<file path="config.mk">
export PLATFORM = sky130hd
export DESIGN_NAME = sram_port_arbiter
export DESIGN_NICKNAME = d
export VERILOG_FILES = /design/src/rtl/sram_port_arbiter.sv
export SDC_FILE = /design/constraint.sdc
export NUM_CORES = 1
export LEC_CHECK = 0
export ABC_AREA = 1
export CAP_MARGIN = 20
export CORE_AREA = 2 2 116 118
export DETAILED_ROUTE_END_ITERATION = 10
export DIE_AREA = 0 0 118 120
export PLACE_DENSITY = 0.79
export SETUP_SLACK_MARGIN = 0.4
export SYNTH_ARGS = -nofsm -noshare
export SYNTH_HDL_FRONTEND = slang
export SYNTH_SLANG_ARGS = --single-unit
</file>
<file path="constraint.sdc">
create_clock -name clk -period 8.7 [get_ports clk]
set_clock_uncertainty 0.15 [all_clocks]
set_input_delay 2.61 -clock clk [delete_from_list [all_inputs] [get_ports clk]]
set_output_delay 2.61 -clock clk [all_outputs]
set_load 0.1 [all_outputs]
</file>
<file path="src/rtl/sram_port_arbiter.sv">
// sram_port_arbiter
//   Shares one port of a dual-port SRAM (synchronous write, registered read)
//   between NUM_REQ requesters. At most one request is granted per cycle.
//   The granted command is registered onto the SRAM port.
//   Read data comes back on a single response channel, tagged with the
//   requester id.
//
//   Optional feature macro: SRAM_ARB_RR_EN
//     defined   -> round-robin arbitration with a priority pointer
//     undefined -> fixed priority (lowest index wins, no pointer)
//
// Ports
//   clk, rst            clock, asynchronous active-high reset
//   hold                blocks new grants; in-flight commands/responses finish
//   req_valid/we        per-requester valid and write(1)/read(0)
//   req_addr/wdata      flattened per-requester address / write data
//   req_ready           one-hot grant (combinational)
//   mem_en/we/addr/din  registered SRAM port command
//   mem_dout            SRAM read data (valid after the edge sampling the read)
//   rsp_valid/id/rdata  read response (one-cycle pulse, no backpressure)
module sram_port_arbiter #(
  parameter int DATA_WIDTH = 32,
  parameter int ADDR_WIDTH = 10,
  parameter int NUM_REQ    = 4,
  parameter int ID_WIDTH   = 2
) (
  input  logic                             clk,
  input  logic                             rst,
  input  logic                             hold,
  input  logic [NUM_REQ-1:0]               req_valid,
  input  logic [NUM_REQ-1:0]               req_we,
  input  logic [NUM_REQ*ADDR_WIDTH-1:0]    req_addr,
  input  logic [NUM_REQ*DATA_WIDTH-1:0]    req_wdata,
  output logic [NUM_REQ-1:0]               req_ready,
  output logic                             mem_en,
  output logic                             mem_we,
  output logic [ADDR_WIDTH-1:0]            mem_addr,
  output logic [DATA_WIDTH-1:0]            mem_din,
  input  logic [DATA_WIDTH-1:0]            mem_dout,
  output logic                             rsp_valid,
  output logic [ID_WIDTH-1:0]              rsp_id,
  output logic [DATA_WIDTH-1:0]            rsp_rdata
);

  logic [NUM_REQ-1:0]    pick_vec;
  logic [NUM_REQ-1:0]    gnt_oh;
  logic                  accept;
  logic                  sel_we;
  logic [ID_WIDTH-1:0]   gnt_id;
  logic [ADDR_WIDTH-1:0] sel_addr;
  logic [DATA_WIDTH-1:0] sel_wdata;
  logic [ID_WIDTH-1:0]   cmd_id_reg;

  logic [ID_WIDTH-1:0]   id_terms   [NUM_REQ];
  logic [ADDR_WIDTH-1:0] addr_terms [NUM_REQ];
  logic [DATA_WIDTH-1:0] wdata_terms[NUM_REQ];

`ifdef SRAM_ARB_RR_EN
  // Round-robin: requesters above the pointer are searched first; if none
  // of them is valid, the search wraps to the lowest valid index.
  logic [ID_WIDTH-1:0] ptr_reg;
  logic [NUM_REQ-1:0]  rr_mask;
  logic [NUM_REQ-1:0]  rr_masked;

  generate
    for (genvar gi = 0; gi < NUM_REQ; gi++) begin : g_rr_mask
      assign rr_mask[gi] = (ID_WIDTH'(gi) > ptr_reg);
    end
  endgenerate

  assign rr_masked = req_valid & rr_mask;
  assign pick_vec  = (|rr_masked) ? rr_masked : req_valid;

  // Pointer starts at NUM_REQ-1 so requester 0 wins first after reset;
  // it only moves on an accepted transfer, so hold freezes it.
  always_ff @(posedge clk or posedge rst) begin
    if (rst) begin
      ptr_reg <= ID_WIDTH'(NUM_REQ - 1);
    end else if (accept) begin
      ptr_reg <= gnt_id;
    end
  end
`else
  // Fixed priority: lowest valid index wins.
  assign pick_vec = req_valid;
`endif

  // Isolate the lowest set bit (two's complement trick).
  assign gnt_oh    = pick_vec & (~pick_vec + NUM_REQ'(1));
  assign req_ready = (rst || hold) ? '0 : gnt_oh;
  assign accept    = |req_ready;
  assign sel_we    = |(req_ready & req_we);

  // AND-OR multiplexers driven by the one-hot grant.
  generate
    for (genvar gi = 0; gi < NUM_REQ; gi++) begin : g_sel
      assign id_terms[gi]    = gnt_oh[gi] ? ID_WIDTH'(gi) : '0;
      assign addr_terms[gi]  = req_addr[gi*ADDR_WIDTH +: ADDR_WIDTH] & {ADDR_WIDTH{gnt_oh[gi]}};
      assign wdata_terms[gi] = req_wdata[gi*DATA_WIDTH +: DATA_WIDTH] & {DATA_WIDTH{gnt_oh[gi]}};
    end
  endgenerate

  always_comb begin
    gnt_id    = '0;
    sel_addr  = '0;
    sel_wdata = '0;
    for (int i = 0; i < NUM_REQ; i++) begin
      gnt_id    = gnt_id | id_terms[i];
      sel_addr  = sel_addr | addr_terms[i];
      sel_wdata = sel_wdata | wdata_terms[i];
    end
  end

  // Command stage followed by the response flag: a read command on the
  // port at edge N+1 becomes rsp_valid for the following cycle, exactly
  // when the SRAM presents its registered read data.
  always_ff @(posedge clk or posedge rst) begin
    if (rst) begin
      mem_en     <= 1'b0;
      mem_we     <= 1'b0;
      mem_addr   <= '0;
      mem_din    <= '0;
      cmd_id_reg <= '0;
      rsp_valid  <= 1'b0;
      rsp_id     <= '0;
    end else begin
      mem_en <= accept;
      mem_we <= accept & sel_we;
      if (accept) begin
        mem_addr   <= sel_addr;
        mem_din    <= sel_wdata;
        cmd_id_reg <= gnt_id;
      end
      rsp_valid <= mem_en & ~mem_we;
      if (mem_en && !mem_we) begin
        rsp_id <= cmd_id_reg;
      end
    end
  end

  assign rsp_rdata = mem_dout;

endmodule
</file>
Word-level counts from Yosys, hierarchy flattened:

Cells that the tools add are included.

* reduce and logical (&&, ||, !) cells: 5
* add/sub/neg operators: 1
* muxes and demuxes: 4
* bitwise operators: 22

Operator list (number)
* AND 32 bit: 4
* bitwise OR 32 bit: 3
* AND 10 bit: 4
* bitwise OR 10 bit: 3
* AND 4 bit: 2
* OR reduction 4 bit: 2
* adder 4 x 1 -> 4 bit, second input constant: 1
* two-way mux 2 bit: 2
* two-way mux 4 bit: 1
* inverter 4 bit: 1
* AND 1 bit: 2
* bitwise OR 1 x 2 -> 2 bit: 1
* bitwise OR 2 bit: 1
* logical AND 1 bit: 1
* logical NOT 1 bit: 1
* logical OR 1 bit: 1
* two-way mux 1 bit: 1
* inverter 1 bit: 1

* flip-flop bits (word level): 49
* logic and storage cells: 39

Depth between registers and ports, before layout:

Gate-level depths: netlist of the first run.

* depth after elaboration: 7
* depth in mapped cells: 9
* mapped depth without buffers: 7

Worst setup path before layout of the first run:

No wires, ideal clock.

* path kind: input to output
* from: in rst
* to: out req_ready[0]
* stages on the path: 3
* data required time: 5.940 ns
* setup slack: 0.892 ns
* data arrival time: 5.048 ns
* cell sequence: clkinv_1 -> nand2_1 -> nor2_1

* cells in the longest elaborated chain, start to end: 2

RTL lines
* start, declared: RTL line 28 `input logic rst,`
* logical OR 1 bit: RTL line 90 `assign req_ready = (rst || hold) ? '0 : gnt_oh;`
* two-way mux 4 bit: RTL line 90
* end, declared: RTL line 34 `output logic [NUM_REQ-1:0] req_ready,`

Every way passes these cells.

Worst setup path in the final report of the first run:

* from: in req_valid[2]
* to: out req_ready[2]

* cells in the longest elaborated chain, start to end: 4

RTL lines
* start, declared: RTL line 30 `input logic [NUM_REQ-1:0] req_valid,`
* inverter 4 bit: RTL line 89 `assign gnt_oh = pick_vec & (~pick_vec + NUM_REQ'(1));`
* adder 4 x 1 -> 4 bit: RTL line 89
* AND 4 bit (*): RTL line 89
* two-way mux 4 bit (*): RTL line 90

Every way passes the cells marked *; elsewhere a longest branch is shown, timed or not.

==> results.md, run 1 <==
* Area delta synth->final at 60.2%
* Max transition margin at 32.6%
* Final WS setup at 1970 ps
* Static Leak at 0.00281 uW
* CP Data Arrival Time at 3970 ps
* Critical Path Sink Type: output port
* Port Buffers at 229
* DRT antenna net count at 0
* Global-route wire length before repair at 20,800 microns
* Total grt overflow at 0
* Outcome: finished, final reports clean
* Antenna Cells at 0
* Final min period at 6730 ps
* DP Cell Count at 920
* Largest register FFs at 32
* Worst skew pair latency at 300 ps
* Average cell area after synthesis at 6.36 sq um
* DP Area at 5760 sq um
* Initial core utilization at 28.4%
* Vias at 4,282
* CP bufs+invs at 2
* Largest net degree at the start of global routing at 51
* Pre-CTS WS at 1950 ps
* RSZ-0062 raised after global routing: no
* Synthesized flop and latch total at 49
* Synth warn at 0
* Post-cts sizing count at 0
* Synth cell types at 18
* Die Y at 120 microns
* Endpoints failing setup at 0
* Die area at 14,200 sq um
* Synth top area share at 33.2%
* Slowest stage cell on the critical path: buf_2
* Setup_tns at 0 ps
* Crit share post-route at 77.4%
* Detailed placement HPWL at 9240 microns
* Die Wd at 118 microns
* Core area at 13,000 sq um
* Most flops, register: mem_din
* Fin. Hold Viols at 0
* Max Fclk at 149 MHz
* Fin area at 5910 sq um
* CP required at 5940 ps
* Postcts setup bufs at 0
* Number of detailed-route iterations in the first pass at 7
* Crit-path max cell delay at 710 ps
* Net Count, Synth at 791
* Yosys top cell by area: dfrtp_1
* GRT Util Overall at 18.3%
* DRC viols at 0
* Cell Area, Synth at 3690 sq um
* Num CTS Buffers at 5
* Gate Count Post-Synth at 580
* Top post-synthesis cells by area: dfrtp_1 33%, nand3_1 23%, nand2_1 23%
* Vias in the first global route at 4,257
* H-tree depth at 2
* Clock Path Buffers at 2
* Startpoint Class: primary input
* VDD IR max at 79.0 uV
* Largest registers: mem_din: 32 flops, mem_addr: 10 flops
* Non-filler cells, final at 928
* Cell Pwr Density at 167 nW/um^2
* Max Cap Violations at 0
* Initial antenna violation count at 0
* Gpl congestion at 0.795
* Hold_buf cts at 0
* Register area share after synthesis at 33.2%
* Worst-Margin Slew at 1010 ps
* Pins over their slew limit at 0
* Crit-path cells: buf_2 > nand2_1 > nor2_2 > buf_4
* Drt initial violations at 178
* Max FO, Critical Path at 45
* Hold Path Class: reg2reg
* Avg WL per Cell at 13.8 microns
* CP delay by family, top: buffers and inverters
* Vias per cell at 4.61
* Clock root buffer master: clkbuf_16
* Final Power at 987 uW
* Number of fill cells at 1,344
* I/O pin cnt at 294
* CP Class: in2out
* Clock-pin slew on the worst setup and hold paths at 80 ps
* Share of layout cells above drive strength 1 at 4.12%
* Clock Sink Count at 49
* TritonCTS clock tree: done
* Layout Nets at 962
* Total wire length at 12,800 microns
* Row Count at 42
## cells in the mapped netlist
master	count
nor2_1	4
nor2_8	1
inv_1	48
nor2_2	2
buf_4	32
nand3_2	1
nand2_1	224
dfrtp_1	49
buf_6	6
o21ai_0	4
buf_1	4
inv_2	2
buf_2	27
nor2_4	1
a31oi_4	1
clkinv_1	1
nand3_1	170
clkbuf_1	3
## routing by layer
| layer | global-route usage (%) | part of all wire [%] | up-vias |
|---|---|---|---|
| li1 | - | - | 2144 |
| met1 | 20.5 | 40 | 1946 |
| met2 | 33.4 | 51 | 168 |
| met3 | 5.37 | 7.3 | 24 |
| met4 | 5.65 | 1.8 | 0 |
| met5 | 0 | 0 | - |
## logic make-up (layout without fill, tap and decap cells)
family / Yosys count / in the layout / share of synthesized area [%]
flip-flops: 49 / 49 / 33.2
AO/OA/AOI/OAI: 5 / 5 / 1.12
AND/OR/NAND/NOR: 403 / 403 / 47.7
buffers and inverters: 123 / 295 / 17.9
## worst paths after layout
kind                                   start           end  slack [ps]  depth (start not counted)
worst max register to register        mem_we     rsp_id[1]        7650                          4
worst max-delay path            req_valid[2]  req_ready[2]        1970                          4
worst min register to register        mem_we     rsp_valid         320                          1
max in group asynchronous                rst   mem_din[24]        5270                          3
worst min-delay path                  mem_we     rsp_valid         320                          1
min in group asynchronous                rst   mem_addr[3]        2670                          3
## metrics by stage
stage,hold WS (ps),util [%]
after floorplan,299,-
after global placement,311,44.4
after detailed placement,314,44.4
after CTS,327,45.5
after global routing,346,45.5
final,321,45.5
## worst reg2reg max path: stages, from the launching register on
cell and delay (ps):
dfrtp_1 390, nor2_1 180, inv_1 90, nand2_1 60, o21ai_0 70
## report_power, final
| group | switching, uW | total [uW] | internal (uW) |
|---|---|---|---|
| registers | 18.2 | 279 | 261 |
| clock network | 92.0 | 200 | 108 |
| logic | 350 | 507 | 157 |
## cell usage in the layout (no fill, tap or decap)
master,synthesis,routed
a31oi_4,1,1
buf_2,27,3
buf_4,32,11
clkbuf_16,0,5
clkdlybuf4s50_1,0,222
clkinv_4,0,1
clkinvlp_4,0,1
dfrtp_1,49,49
inv_1,48,48
inv_2,2,3
inv_6,0,1
nand2_1,224,224
nand3_1,170,170
nand3_2,1,1
nor2_1,4,4
nor2_2,2,2
nor2_4,1,1
nor2_8,1,1
o21ai_0,4,4
## cell type report
cell class	count	area (sq um)	area share (%)
repair buffers	236	2320	39.3
clock buffers	5	125	2.12
well taps	176	220	3.73
multi-input cells	408	1800	30.5
flip-flops and latches	49	1230	20.7
clock inverters	3	25.0	0.423
inverters	51	191	3.24
Power figures use the tool's default switching activity.
==> run 2: changes to the inputs <==
--- a/config.mk
+++ b/config.mk
@@ -7,10 +7,10 @@
 export LEC_CHECK = 0
 export ABC_AREA = 1
 export CAP_MARGIN = 20
-export CORE_AREA = 2 2 116 118
+export CORE_AREA = 2 2 114 116
 export DETAILED_ROUTE_END_ITERATION = 10
-export DIE_AREA = 0 0 118 120
-export PLACE_DENSITY = 0.79
+export DIE_AREA = 0 0 116 118
+export PLACE_DENSITY = 0.82
 export SETUP_SLACK_MARGIN = 0.4
 export SYNTH_ARGS = -nofsm -noshare
 export SYNTH_HDL_FRONTEND = slang
==> constraint.sdc (replaced) <==
create_clock -name clk -period 6.9 [get_ports clk]
set_clock_uncertainty 0.15 [all_clocks]
set_input_delay 2.07 -clock clk [delete_from_list [all_inputs] [get_ports clk]]
set_output_delay 2.07 -clock clk [all_outputs]
set_load 0.1 [all_outputs]
==> results.md, run 2 (same netlist as run 1, synthesis figures left out) <==
* Crit share post-route at 80.9%
* Row Count at 41 (was 42)
* Die Wd at 116 microns (was 118 microns)
* Final min period at 5580 ps
* Most common cell after layout, fill and taps aside: nand2_1 (unchanged)
* Fin. Hold Viols at 0 (unchanged)
* Num CTS Buffers at 5 (unchanged)
* CP Class: in2out (unchanged)
* Most frequent cells in the layout: 224 x nand2_1, 222 x clkdlybuf4s50_1, 170 x nand3_1, 49 x dfrtp_1, 48 x inv_1 (unchanged)
* Non-filler cells, final at 925 (was 928)
* Max transition margin at 30.9% (was 32.6%)
* Hold depth at 1 (unchanged)
* Initial core utilization at 29.7% (was 28.4%)
* Die area at 13,700 sq um (was 14,200 sq um)
* Post-layout util at 48.2% (was 45.5%)
* Total grt overflow at 0 (unchanged)
* Die Y at 118 microns (was 120 microns)
* Outcome: finished, final reports clean (unchanged)
* I/O pin cnt at 294 (unchanged)
* Clock Path Buffers at 2 (unchanged)
* Max Fclk at 179 MHz
* VDD IR max at 103 uV (was 79.0 uV)
* Worst-Margin Slew at 1030 ps (was 1010 ps)
* Clock root buffer master: clkbuf_16 (unchanged)
* H-tree depth at 2 (unchanged)
* Hold_buf cts at 0 (unchanged)
* Cell Pwr Density at 215 nW/um^2 (was 167 nW/um^2)
* DRC viols at 0 (unchanged)
* TritonCTS clock tree: done (unchanged)
* CP Data Arrival Time at 3360 ps (was 3970 ps)
* Largest registers: mem_din: 32 flops, mem_addr: 10 flops (unchanged)
* GRT Util Overall at 19.4% (was 18.3%)
* Antenna Cells at 0 (unchanged)
* Post-cts sizing count at 0 (unchanged)
* Hold Path Class: reg2reg (unchanged)
* Largest register FFs at 32 (unchanged)
* Postcts setup bufs at 0 (unchanged)
* Startpoint Class: primary input (unchanged)
* Vias in the first global route at 4,296 (was 4,257)
* Gpl congestion at 0.847 (was 0.795)
* Area delta synth->final at 62.3% (was 60.2%)
* Vias per cell at 4.60 (was 4.61)
* Clock Sink Count at 49 (unchanged)
* CP required at 4680 ps (was 5940 ps)
* Initial antenna violation count at 0 (unchanged)
* RSZ-0062 raised after global routing: no (unchanged)
* Max Cap Violations at 0 (unchanged)
* Number of detailed-route iterations in the first pass at 4 (was 7)
* Pins over their slew limit at 0 (unchanged)
* Detailed placement HPWL at 9700 microns (was 9240 microns)
* Avg WL per Cell at 14.4 microns (was 13.8 microns)
* Worst skew pair latency at 290 ps (was 300 ps)
* DRT antenna net count at 0 (unchanged)
* Share of layout cells above drive strength 1 at 4.25% (was 4.12%)
* Largest net degree at the start of global routing at 56 (was 51)
* DP Area at 5810 sq um (was 5760 sq um)
* Critical Path Sink Type: output port (unchanged)
* Max FO, Critical Path at 5 (was 45)
* Most flops, register: mem_din (unchanged)
* Reg2Reg Depth at 4 (unchanged)
* Layout Nets at 963 (was 962)
* Clock-pin slew on the worst setup and hold paths at 70 ps (was 80 ps)
* Fin area at 5990 sq um (was 5910 sq um)
* Endpoints failing setup at 0 (unchanged)
* Core area at 12,400 sq um (was 13,000 sq um)
* Drt initial violations at 219 (was 178)
* Static Leak at 0.00284 uW (was 0.00281 uW)
* Global-route wire length before repair at 20,900 microns (was 20,800 microns)
* Setup_tns at 0 ps (unchanged)
* DP Cell Count at 917 (was 920)
* Port Buffers at 229 (unchanged)
* Vias at 4,251 (was 4,282)
* Total wire length at 13,300 microns (was 12,800 microns)
-- run 2: cell types whose count changed in the layout (fill, tap and decap cells not counted) --
cell	before	now
buf_4	11	8
inv_6	1	0
bufinv_16	0	1
clkinv_4	1	0
clkbuf_8	0	1
buf_12	0	4
-- run 2: critical path: stages --
cell and delay, ps:
clkdlybuf4s50_1 390, inv_1 100, nand2_1 250, nor2_1 320, buf_12 220
-- run 2: path summary, 6_finish.rpt --
check                       start            to  slack [ps]
setup / recovery             hold  req_ready[1]        1320
hold / removal             mem_we     rsp_valid         310
setup reg to reg           mem_we     rsp_id[1]        5830
hold reg to reg            mem_we     rsp_valid         310
max in group asynchronous     rst   mem_din[17]        4020
min in group asynchronous     rst   mem_addr[9]        2150
-- run 2: power by group --
group / internal (uW) / leakage, uW / switching [uW]
combinational: 199 / 0.00213 / 444
sequential: 330 / 0.000623 / 22.6
clock: 181 / 0.0000831 / 110
-- run 2: cell type report --
cell class,instances,area [sq um]
Fill cell,1263,6430
Timing Repair Buffer,237,2380
Multi-Input combinational cell,408,1800
Sequential cell,49,1230
Tap cell,172,215
Inverter,51,191
Clock buffer,6,139
Clock inverter,2,37.5
-- run 2: metrics by stage --
stage	hold WS, ps	setup slack [ps]	total power [uW]
5_1_grt	341	1260	1340
2_1_floorplan	299	172	867
3_3_place_gp	295	1330	998
4_1_cts	318	1310	1300
3_5_place_dp	308	1320	1000
6_report	314	1320	1290
-- run 2: metal layers --
| metal | share of wire, % | track usage, % | vias up |
|---|---|---|---|
| met5 | 0 | 0 | - |
| met4 | 2.0 | 5.80 | 0 |
| met3 | 9.9 | 6.44 | 28 |
| met2 | 49 | 34.7 | 179 |
| met1 | 39 | 21.3 | 1900 |
| li1 | - | - | 2144 |
==> run 3: changes to the inputs <==
--- a/config.mk
+++ b/config.mk
@@ -7,10 +7,10 @@
 export LEC_CHECK = 0
 export ABC_AREA = 1
 export CAP_MARGIN = 20
-export CORE_AREA = 2 2 114 116
+export CORE_AREA = 2 2 113 115
 export DETAILED_ROUTE_END_ITERATION = 10
-export DIE_AREA = 0 0 116 118
-export PLACE_DENSITY = 0.82
+export DIE_AREA = 0 0 115 117
+export PLACE_DENSITY = 0.86
 export SETUP_SLACK_MARGIN = 0.4
 export SYNTH_ARGS = -nofsm -noshare
 export SYNTH_HDL_FRONTEND = slang
==> constraint.sdc (replaced) <==
create_clock -name clk -period 5.1 [get_ports clk]
set_clock_uncertainty 0.15 [all_clocks]
set_input_delay 1.53 -clock clk [delete_from_list [all_inputs] [get_ports clk]]
set_output_delay 1.53 -clock clk [all_outputs]
set_load 0.1 [all_outputs]
==> results.md, run 3 (same netlist as run 1, synthesis figures left out) <==
* GR Layer Usage met1 at 21.4% (was 21.3%)
* Die area at 13,500 sq um (was 13,700 sq um)
* Most frequent cells in the layout: 224 x nand2_1, 222 x clkdlybuf4s50_1, 170 x nand3_1, 49 x dfrtp_1, 48 x inv_1 (unchanged)
* Crit share post-route at 88.1%
* Critical path origin: hold (unchanged)
* Vias in the first global route at 4,139 (was 4,296)
* Reg2reg start: mem_we (unchanged)
* Sw power at 777 uW (was 576 uW)
* Slowest stage cell on the critical path: clkdlybuf4s50_1 (unchanged)
* Clock power share at 24.0% (was 22.6%)
* Pins over their slew limit at 0 (unchanged)
* Max FO, Critical Path at 5 (unchanged)
* Total grt overflow at 0 (unchanged)
* Worst-Margin Slew at 1010 ps (was 1030 ps)
* Combinational Power Share at 49.1% (was 50.0%)
* Avg WL per Cell at 14.6 microns (was 14.4 microns)
* Largest registers: mem_din: 32 flops, mem_addr: 10 flops (unchanged)
* Post-cts sizing count at 0 (unchanged)
* CP Class: in2out (unchanged)
* Fin. Hold Viols at 0 (unchanged)
* Num CTS Buffers at 5 (unchanged)
* Endpoints failing setup at 0 (unchanged)
* Clock-pin slew on the worst setup and hold paths at 70 ps (about the same)
* Die Wd at 115 microns (was 116 microns)
* Layout Nets at 964 (was 963)
* VDD IR max at 145 uV (was 103 uV)
* Area delta synth->final at 62.7% (was 62.3%)
* RSZ-0062 raised after global routing: no (unchanged)
* Max Fclk at 223 MHz
* I/O pin cnt at 294 (unchanged)
* M3 GR Usage at 5.87% (was 6.44%)
* FF-to-FF End: rsp_id[1] (unchanged)
* TritonCTS clock tree: done (unchanged)
* Setup_tns at 0 ps (unchanged)
* Largest net degree at the start of global routing at 87 (was 56)
* Vias at 4,306 (was 4,251)
* Hold depth at 1 (unchanged)
* Total wire length at 13,200 microns (was 13,300 microns)
* DRT antenna net count at 0 (unchanged)
* Sw frac at 43.8% (was 44.8%)
* Row Count at 41 (unchanged)
* Core area at 12,300 sq um (was 12,400 sq um)
* Most flops, register: mem_din (unchanged)
* P_int at 998 uW (was 710 uW)
* Outcome: finished, final reports clean (unchanged)
* Share of layout cells above drive strength 1 at 4.64% (was 4.25%)
* Clock Sink Count at 49 (unchanged)
* Hold Startpoint: mem_we (unchanged)
* Crit-path cells: clkdlybuf4s50_1 > inv_1 > nand2_1 > nor2_2 > buf_12 (was clkdlybuf4s50_1 > inv_1 > nand2_1 > nor2_1 > buf_12)
* Startpoint Class: primary input (unchanged)
* Hold_buf cts at 0 (unchanged)
* Number of fill cells at 1,158 (was 1,263)
* Critical Path Sink Type: output port (unchanged)
* Vias per cell at 4.76 (was 4.60)
* Worst skew pair latency at 290 ps (about the same)
* Detailed placement HPWL at 9400 microns (was 9700 microns)
* Max Cap Violations at 0 (unchanged)
* Layer with the highest usage: met2 (unchanged)
* Port Buffers at 229 (unchanged)
* Antenna Cells at 0 (unchanged)
* Crit-path max cell delay at 400 ps (was 390 ps)
* Clock root buffer master: clkbuf_16 (unchanged)
* R2R Setup Slk at 4050 ps (was 5830 ps)
* Postcts setup bufs at 0 (unchanged)
* CP Data Arrival Time at 2810 ps (was 3360 ps)
* Initial core utilization at 30.0% (was 29.7%)
* CP bufs+invs at 3 (unchanged)
* Die Y at 117 microns (was 118 microns)
* CP delay by family, top: buffers and inverters (unchanged)
* Global-route wire length before repair at 20,300 microns (was 20,900 microns)
* Final min period at 4490 ps
* GRT Util Overall at 19.3% (was 19.4%)
* DRC viols at 0 (unchanged)
* Storage cell area at 1230 sq um (unchanged)
* Drt initial violations at 212 (was 219)
* Reg power frac at 26.9% (was 27.4%)
* Number of detailed-route iterations in the first pass at 6 (was 4)
* Largest register FFs at 32 (unchanged)
* Max transition margin at 32.2% (was 30.9%)
* Clock Path Buffers at 2 (unchanged)
* Most common cell after layout, fill and taps aside: nand2_1 (unchanged)
* Cell Pwr Density at 296 nW/um^2 (was 215 nW/um^2)
* Final Power at 1770 uW (was 1290 uW)
* WHS Endpoint: rsp_valid (unchanged)
* Hold Path Class: reg2reg (unchanged)
* CP required at 3420 ps (was 4680 ps)
* Initial antenna violation count at 0 (unchanged)
* Multi-input gate area at 1810 sq um (was 1800 sq um)
* Met2 GRT Util at 34.6% (was 34.7%)
* Reg2Reg Depth at 4 (unchanged)
* Static Leak at 0.00286 uW (was 0.00284 uW)
* Gpl congestion at 0.782 (was 0.847)
* H-tree depth at 2 (unchanged)
[run 3: through the flow]
step / setup slack [ps] / area, sq um / std cells / util, % / hold WS, ps
after floorplan: 195 / 3690 / 580 / - / 299
after global placement: 600 / 5810 / 896 / 47.2 / 311
after detailed placement: 586 / 5810 / 896 / 47.2 / 314
after CTS: 574 / 6000 / 904 / 48.7 / 329
after global routing: 527 / 6000 / 904 / 48.7 / 349
final: 607 / 6000 / 904 / 48.7 / 324
[run 3: area by class of cell]
class / instances / area share (%)
inverter: 51 / 3.21
multi-input combinational: 408 / 30.1
timing repair buffer: 238 / 39.9
tap: 150 / 3.13
sequential: 49 / 20.4
clock inverter: 3 / 1.08
clock buffer: 5 / 2.09
[run 3: routing by layer]
metal,up-vias,wire (microns),share of wire [%]
met3,29,1160,8.8
met4,0,385,2.9
met1,1942,5130,39
li1,2151,-,-
met2,184,6520,49
met5,-,0,0
[run 3: worst max path at each step]
stage / end / slack (ps) / cells past startpoint
6_report: req_ready[3] / 610 / 5
5_1_grt: req_ready[3] / 530 / 5
4_1_cts: req_ready[3] / 570 / 5
3_5_place_dp: req_ready[3] / 590 / 5
3_3_place_gp: req_ready[2] / 600 / 5
2_1_floorplan: req_ready[3] / 190 / 3
[run 3: power by group through the flow]
stage	registers, uW	logic [uW]	clock network [uW]
after floorplan	891	283	0
after global placement	482	870	0
after detailed placement	483	875	0
after CTS	477	877	441
after global routing	485	918	457
final	477	872	426
